**src/rtl/skew_feeder.sv**
```systemverilog
// skew_feeder: ping-pong tile buffer that streams an A tile into a systolic
// array, either skewed (lane i delayed by i beats) or aligned.
//
// Handshakes: a transfer happens on a rising edge where valid && ready are
// both high. valid/data are held by the producer until the transfer; ready
// may toggle freely. Outputs here are registered and stay frozen while
// out_valid && !out_ready.
module skew_feeder #(
  parameter int ARRAY_SIZE = 8,
  parameter int DATA_WIDTH = 8,
  parameter int MAX_K      = 16
) (
  input  logic                                       clk,
  input  logic                                       rst,
  input  logic                                       wr_valid,
  output logic                                       wr_ready,
  input  logic signed [ARRAY_SIZE-1:0][DATA_WIDTH-1:0] wr_data,
  input  logic                                       wr_last,
  input  logic                                       skew_en,
  output logic                                       out_valid,
  input  logic                                       out_ready,
  output logic signed [ARRAY_SIZE-1:0][DATA_WIDTH-1:0] out_data,
  output logic [ARRAY_SIZE-1:0]                      out_lane_valid,
  output logic                                       out_last
);

  // Column index, stored tile length and beat index widths.
  localparam int CW = (MAX_K > 1) ? $clog2(MAX_K) : 1;
  localparam int KW = $clog2(MAX_K + 1);
  localparam int TW = $clog2(MAX_K + ARRAY_SIZE);

  typedef enum logic [1:0] {
    EMPTY    = 2'd0,
    FILLING  = 2'd1,
    FULL     = 2'd2,
    DRAINING = 2'd3
  } bank_state_e;

  // Tile storage: [bank][lane][column].
  logic [DATA_WIDTH-1:0] mem [2][ARRAY_SIZE][MAX_K];

  bank_state_e     bank_state [2];
  logic [KW-1:0]   bank_k     [2];
  logic            bank_skew  [2];
  logic            wptr;
  logic            rptr;
  logic [CW-1:0]   wcnt;
  logic [TW-1:0]   tcnt;  // index of the next beat to load from rptr bank

  logic wr_fire;
  logic wr_close;
  logic rd_fire;
  logic rd_done;
  logic load_adv;    // next beat of the bank being drained
  logic load_switch; // beat 0 of the other bank, back-to-back after a last beat
  logic load_start;  // beat 0 of rptr bank from idle

  logic                                        sel_bank;
  logic [TW-1:0]                               sel_t;
  logic [TW-1:0]                               nbeats;
  logic [TW-1:0]                               col;
  logic signed [ARRAY_SIZE-1:0][DATA_WIDTH-1:0] nxt_data;
  logic [ARRAY_SIZE-1:0]                       nxt_lane;
  logic                                        nxt_last;

  // A bank accepts columns until it is closed; reset blocks writes.
  assign wr_ready = !rst && (bank_state[wptr] == EMPTY || bank_state[wptr] == FILLING);
  assign wr_fire  = wr_valid && wr_ready;
  assign wr_close = wr_fire && (wr_last || wcnt == CW'(MAX_K - 1));
  assign rd_fire  = out_valid && out_ready;
  assign rd_done  = rd_fire && out_last;

  assign load_switch = rd_done && bank_state[!rptr] == FULL;
  assign load_adv    = rd_fire && !out_last;
  assign load_start  = !out_valid && bank_state[rptr] == FULL;

  assign sel_bank = load_switch ? !rptr : rptr;
  assign sel_t    = load_adv ? tcnt : '0;

  // Build the beat at index sel_t of bank sel_bank.
  always_comb begin
    nxt_data = '0;
    nxt_lane = '0;
    col      = '0;
    nbeats   = bank_skew[sel_bank] ? TW'(bank_k[sel_bank]) + TW'(ARRAY_SIZE - 1)
                                   : TW'(bank_k[sel_bank]);
    nxt_last = (sel_t == nbeats - TW'(1));
    for (int i = 0; i < ARRAY_SIZE; i++) begin
      col = bank_skew[sel_bank] ? sel_t - TW'(i) : sel_t;
      if ((!bank_skew[sel_bank] || sel_t >= TW'(i)) && col < TW'(bank_k[sel_bank])) begin
        nxt_lane[i] = 1'b1;
        nxt_data[i] = mem[sel_bank][i][col[CW-1:0]];
      end
    end
  end

  // Column storage; contents are never cleared, only bank state is.
  always_ff @(posedge clk) begin
    if (wr_fire) begin
      for (int i = 0; i < ARRAY_SIZE; i++) begin
        mem[wptr][i][wcnt] <= wr_data[i];
      end
    end
  end

  // Bank state machines, pointers and the registered output beat.
  always_ff @(posedge clk) begin
    if (rst) begin
      bank_state[0]  <= EMPTY;
      bank_state[1]  <= EMPTY;
      bank_k[0]      <= '0;
      bank_k[1]      <= '0;
      bank_skew[0]   <= 1'b0;
      bank_skew[1]   <= 1'b0;
      wptr           <= 1'b0;
      rptr           <= 1'b0;
      wcnt           <= '0;
      tcnt           <= '0;
      out_valid      <= 1'b0;
      out_data       <= '0;
      out_lane_valid <= '0;
      out_last       <= 1'b0;
    end else begin
      // Write side: the write bank is always EMPTY or FILLING here.
      if (wr_fire) begin
        if (bank_state[wptr] == EMPTY) begin
          bank_skew[wptr] <= skew_en;
        end
        if (wr_close) begin
          bank_state[wptr] <= FULL;
          bank_k[wptr]     <= KW'(wcnt) + KW'(1);
          wptr             <= !wptr;
          wcnt             <= '0;
        end else begin
          bank_state[wptr] <= FILLING;
          wcnt             <= wcnt + CW'(1);
        end
      end

      // Read side: the read bank is FULL or DRAINING, never the write bank.
      if (rd_done) begin
        bank_state[rptr] <= EMPTY;
        rptr             <= !rptr;
      end

      if (load_switch || load_adv || load_start) begin
        if (load_switch || load_start) begin
          bank_state[sel_bank] <= DRAINING;
        end
        out_valid      <= 1'b1;
        out_data       <= nxt_data;
        out_lane_valid <= nxt_lane;
        out_last       <= nxt_last;
        tcnt           <= sel_t + TW'(1);
      end else if (rd_done) begin
        out_valid      <= 1'b0;
        out_data       <= '0;
        out_lane_valid <= '0;
        out_last       <= 1'b0;
      end
    end
  end

endmodule

```
**config.mk**
```make
export PLATFORM = sky130hd
export DESIGN_NAME = skew_feeder
export DESIGN_NICKNAME = d
export VERILOG_FILES = /design/src/rtl/skew_feeder.sv
export SDC_FILE = /design/constraint.sdc
export NUM_CORES = 2
export LEC_CHECK = 0
export CORE_ASPECT_RATIO = 0.7
export CORE_MARGIN = 3
export CORE_UTILIZATION = 45
export DETAILED_ROUTE_END_ITERATION = 6
export PLACE_DENSITY_LB_ADDON = 0.25
export SYNTH_ARGS = -nofsm -noshare
export SYNTH_HDL_FRONTEND = slang
export SYNTH_SLANG_ARGS = --single-unit
```
**constraint.sdc**
```tcl
create_clock -name clk -period 5.3 [get_ports clk]
set_input_delay 0.53 -clock clk [delete_from_list [all_inputs] [get_ports clk]]
set_output_delay 0.53 -clock clk [all_outputs]
set_load 0.03 [all_outputs]
```
After elaboration in Yosys (flattened, before gate mapping) --
Memory sizes are Yosys's and may differ from the RTL's. A register that Yosys moved wholly into a read port is not among the register bits. Index checks and enable logic that the tools add are counted.
Storage, ports and cells: register bits 85, RAM bits 2064, input bits 70, output and inout port bits 75, logic and storage cells 215, memories 4
Cells by class: add/sub/neg operators 12, order comparisons 26, equality and inequality tests 5, multiplexer cells 100, bitwise logic cells 10, reduce and logical (&&, ||, !) cells 43
Memories:
- mem | depth 2, bits a word 1024, rd ports 1, clocked after memory_dff 0, wr ports 1, RTL line 40 | logic [DATA_WIDTH-1:0] mem [2][ARRAY_SIZE][MAX_K];
- bank_k | depth 2, bits a word 5, rd ports 1, clocked after memory_dff 0, wr ports 2, RTL line 43 | logic [KW-1:0] bank_k [2];
- bank_state | depth 2, bits a word 2, rd ports 3, clocked after memory_dff 2, wr ports 3, RTL line 42 | bank_state_e bank_state [2];
- bank_skew | depth 2, bits a word 1, rd ports 1, clocked after memory_dff 0, wr ports 2, RTL line 44 | logic bank_skew [2];
Operator list (number):
- $bmux 8 s4 | 8
- $mux 8 | 27
- $mux 128 | 1
- $mux 64 | 2
- $mux 5 | 10
- $mux 1 | 47
- $ge 5x5->1 const B | 9
- $not 4->5 | 9
- $lt 5x5->1 | 8
- $demux 8 s4 | 1
- $ge 5x3->1 const B | 4
- $sub 5x3->5 const B | 4
- $logic_and 1x1->1 | 17
- $logic_or 1x1->1 | 13
- $ge 5x1->1 const B | 2
- $ge 5x2->1 const B | 2
- $sub 5x1->5 const B | 2
- $sub 5x2->5 const B | 2
- $logic_not 1->1 | 6
- $mux 2 | 3
- $add 4x1->5 const B | 1
- $add 5x1->5 const B | 1
- $add 5x3->5 const B | 1
- $eq 5x5->1 | 1
- 13 further kinds | 15

Logic depth before layout (Yosys ltp) --
An unclocked memory read counts as a cell.
word-level depth 13, depth in mapped cells 19, mapped depth without buffers 14

Worst setup path before layout --
Ideal clock, no wire load.
path type input to register, start point input rst, end point memory mem[1][0] (netlist bit), enable pin, library setup time 0.487 ns, arrival time 4.336 ns, data required time 4.813 ns, slack 0.477 ns, cell stages on the path 7, path buffers 2, path through inv_1 o211a_1 and2_1 clkbuf_1 nand2_1 clkbuf_1 nor2_1
Between the ends: word-level cells in the longest chain between the ends 5
Ends and longest elaborated chain:
- start, declared | RTL line 14 | input logic rst,
- $logic_not 1->1 | RTL line 67 | assign wr_ready = !rst && (bank_state[wptr] == EMPTY || bank_state[wptr] == FILLING);
- $logic_and 1x1->1 | RTL line 67
- via wr_ready | RTL line 16 | output logic wr_ready,
- $logic_and 1x1->1 | RTL line 68 | assign wr_fire = wr_valid && wr_ready;
- $mux 1 | RTL line 99 | if (wr_fire) begin
- $mux 128 (not written as such) | RTL line 101 | mem[wptr][i][wcnt] <= wr_data[i];
- end, declared | RTL line 40
The timed path passes the listed nets, and every way through them passes these cells.

Final worst setup path --
start point register out_valid, end point register out_data[31] (netlist bit)
Between the ends: word-level cells in the longest chain between the ends 12, elaborated cells on any way between the ends 27, those cells by class add/sub (1); order compare (2); mux (8); bitwise (1); reduce/logical (12); memory (3)
Ends and longest elaborated chain:
- start, declared | RTL line 20 | output logic out_valid,
- start signal, assigned | RTL line 119 | out_valid <= 1'b0;
- start signal, assigned | RTL line 150 | out_valid <= 1'b1;
- start signal, assigned | RTL line 156 | out_valid <= 1'b0;
- parallel branches: the longest is 12 deep, another holds $sub 5x2->5
- end signal, assigned | RTL line 151 | out_data <= nxt_data;
- end, declared | RTL line 22 | output logic signed [ARRAY_SIZE-1:0][DATA_WIDTH-1:0] out_data,
Parallel ways; which one is timed is not known. The select of a mux whose other input is x is not followed. A chain may end at the register's enable or synchronous reset.

==> impl_metrics.env <==
export IMPL_synthArstFlopShare_pct=0
export IMPL_grt_pass1_wl_um=376000
export IMPL_synth_simple_gate_area_share_pct=14.0
export IMPL_path_buf_inv=2
export IMPL_power_leakage_nw=32.9
export IMPL_postCtsSetupBuffers=0
export IMPL_cts_buffers=199
export IMPL_start_util_pct=45.4
export IMPL_drt_pass1_iter_count=6
export IMPL_arrival_ns=5.11
export IMPL_worstPathRequired_ns=6.04
export IMPL_cap_violations=0
export IMPL_synth_cell_types=88
export IMPL_max_freq_mhz=229
export IMPL_synthToLayoutAreaGrowth_pct=13.6
export IMPL_num_rows=134
export IMPL_crit_slowest_cell="dfxtp_1"
export IMPL_first_iter_violations=7749
export IMPL_fin_worst_skew_ns=0.0493
export IMPL_clkLatencyLatePin_ns=0.86
export IMPL_min_period_ns=4.37
export IMPL_cts_sinks=2151
export IMPL_coreArea_um2=191000
export IMPL_grt_setup_unrepaired="false"
export IMPL_postCtsHoldBufs=0
export IMPL_yosys_area_share_adder_pct=0.447
export IMPL_hold_class="primary input to flop"
export IMPL_cts_root_buf="clkbuf_16"
export IMPL_ios=145
export IMPL_final_cell_mix="edfxtp_1 (2060), nand2_1 (1884), nand3_1 (610)"
export IMPL_post_route_period_util_pct=82.5
export IMPL_synth_compound_area_share_pct=7.05
export IMPL_maxSlewHeadroom_pct=12.7
export IMPL_layout_commonest_cell="edfxtp_1"
export IMPL_dp_hpwl_um=137000
export IMPL_grt_max_degree=137
export IMPL_total_power_mw=37.1
export IMPL_cp_slowest_stage_delay_ns=0.64
export IMPL_final_max_slew_viol_count=0
export IMPL_cts_tree="yes"
export IMPL_powerDensity_nw_per_um2=376
export IMPL_ys_flop_type="edfxtp_1"
export IMPL_postSynthCellCount=6577
export IMPL_grt_pass1_vias=53600
export IMPL_viasPerCell=6.07
export IMPL_ir_drop_uv=366
export IMPL_vias=57000
export IMPL_fin_setup_tns_ns=0
export IMPL_groute_usage_overall_pct=25.7
export IMPL_port_buffers=144
export IMPL_routabilityCongestion=0.891
export IMPL_drt_wirelength_per_cell_um=27.5
export IMPL_postSynthAreaPerCell_um2=13.2
export IMPL_antenna_found_initial=13
export IMPL_drive_above_1_share_pct=9.31
export IMPL_final_hold_viol_count=0
export IMPL_crit_chain="and3b_1, and2_4, inv_8, nand3_4, nand2_8, buf_12, mux2i_1, a21oi_1, a2111oi_0, a31oi_1, a32o_1"
export IMPL_setup_violations=0
export IMPL_clkTransAtPathRegs_ns=0.06
export IMPL_worstSetupEndpointType="flop"
export IMPL_die_area_um2=198000
export IMPL_clockBufferDepth=3
export IMPL_grt_ovfl_total=0
export IMPL_wirelength_um=259000
export IMPL_status="finished, final reports clean"
export IMPL_criticalPathCategory="flop to flop"
export IMPL_die_w_um=531
export IMPL_worst_pin_slew_ns=1.30
export IMPL_synth_edf_count=2060
export IMPL_yosysSeqAreaShare_pct=73.4
export IMPL_ys_warn_count=0
export IMPL_crit_fanout=32
export IMPL_ys_ff_latch=2151
export IMPL_drc=0
export IMPL_synth_xor_area_share_pct=0.443
export IMPL_ant_nets=0
export IMPL_cts_resized=0
export IMPL_path_delay_family="simple AND/OR/NAND/NOR gates"
export IMPL_die_y_um=373
export IMPL_synthesis_area_um2=86800
export IMPL_synth_top_family_by_area="simple AND/OR/NAND/NOR gates"
export IMPL_htreeDepth=4
export IMPL_startpoint_type="flop"
export IMPL_finalNetCount=6795
export IMPL_synth_mux_area_share_pct=2.25
export IMPL_synth_fp_nets=6674
cell type report:
class	instances	area, um^2
Timing Repair Buffer	346	3530
Fill cell	16000	92600
Sequential cell	2151	63700
Clock buffer	275	5500
Clock inverter	102	1190
Inverter	20	82.6
Antenna cell	9	22.5
Multi-Input combinational cell	3980	21400
Tap cell	2516	3150
state kept, by name, indices dropped and copies added (netlist names), named ones only:
register / count
out_last: 1
out_lane_valid: 8
wcnt: 4
tcnt: 5
mem: 2048
out_valid: 1
bank_skew: 2
bank_k: 10
bank_state: 4
out_data: 64
rptr: 1
wptr: 1
synthesized netlist by cell type, types with 32 or more instances:
library cell	number	share of area, %
a31oi_1	217	1.6
buf_2	181	1.0
nand3_1	610	3.5
clkbuf_1	169	0.73
nand2_1	1884	8.1
a221oi_1	38	0.38
a32o_1	41	0.47
a211oi_1	49	0.42
mux2_2	32	0.42
a32oi_1	37	0.37
o21ai_0	113	0.65
o211ai_1	48	0.42
mux2i_1	139	1.6
edfxtp_1	2060	71
a21oi_1	96	0.55
buf_1	41	0.18
nor2_1	124	0.54
and3_1	127	0.92
dfxtp_1	91	2.1
a311oi_1	88	0.89
nor3_1	37	0.21
power by group:
| part | switching, mW | internal, mW | leakage (nW) |
|---|---|---|---|
| clock network | 6.43 | 8.19 | 3.24 |
| registers | 0.180 | 18.8 | 19.3 |
| logic | 2.40 | 1.06 | 10.4 |
| total | 9.02 | 28.0 | 32.9 |
logic make-up after synthesis:
family	after synthesis
flip-flops	2151
adder cells (fa/ha/maj)	32
multiplexers	181
buffers and inverters	446
AND/OR/NAND/NOR	2863
XOR/XNOR	34
AO/OA/AOI/OAI	870
per-stage QoR:
step | util [%] | hold WS, ns | setup WS (ns) | cells | cell area (um^2)
6_report | 51.6 | 0.244 | 0.930 | 9399 | 98600
5_1_grt | 51.6 | 0.230 | 0.718 | 9394 | 98600
4_1_cts | 51.6 | 0.183 | 1.08 | 9390 | 98500
3_5_place_dp | 48.1 | 0.451 | 0.596 | 9013 | 91900
3_3_place_gp | 48.1 | 0.436 | 0.586 | 9013 | 91900
2_1_floorplan | - | 0.472 | 0.477 | 6577 | 86800
tightest hold or removal path: stages:
cell and delay [ns]:
buf_2 0.10, inv_1 0.04, buf_4 0.20, nand2_1 0.09
path summary, 6_finish.rpt:
path | startpoint | endpoint | slack [ns] | cells after the start
worst max-delay path | out_valid | out_data[31] | 0.93 | 11
worst min-delay path | rst | bank_skew[1] | 0.24 | 4
worst min register to register | out_data[50] | out_data[50] | 0.46 | 2
worst max register to register | out_valid | out_data[31] | 0.93 | 11
metal layers:
metal  vias up  GRT usage (%)  wire (um)
met5         -              0         27
met4         4           6.88       6590
met3       409           5.32      27300
met1     28800           39.0     112000
li1      24800              -          -
met2      3013           37.5     113000
Power figures use the tool's default switching activity.
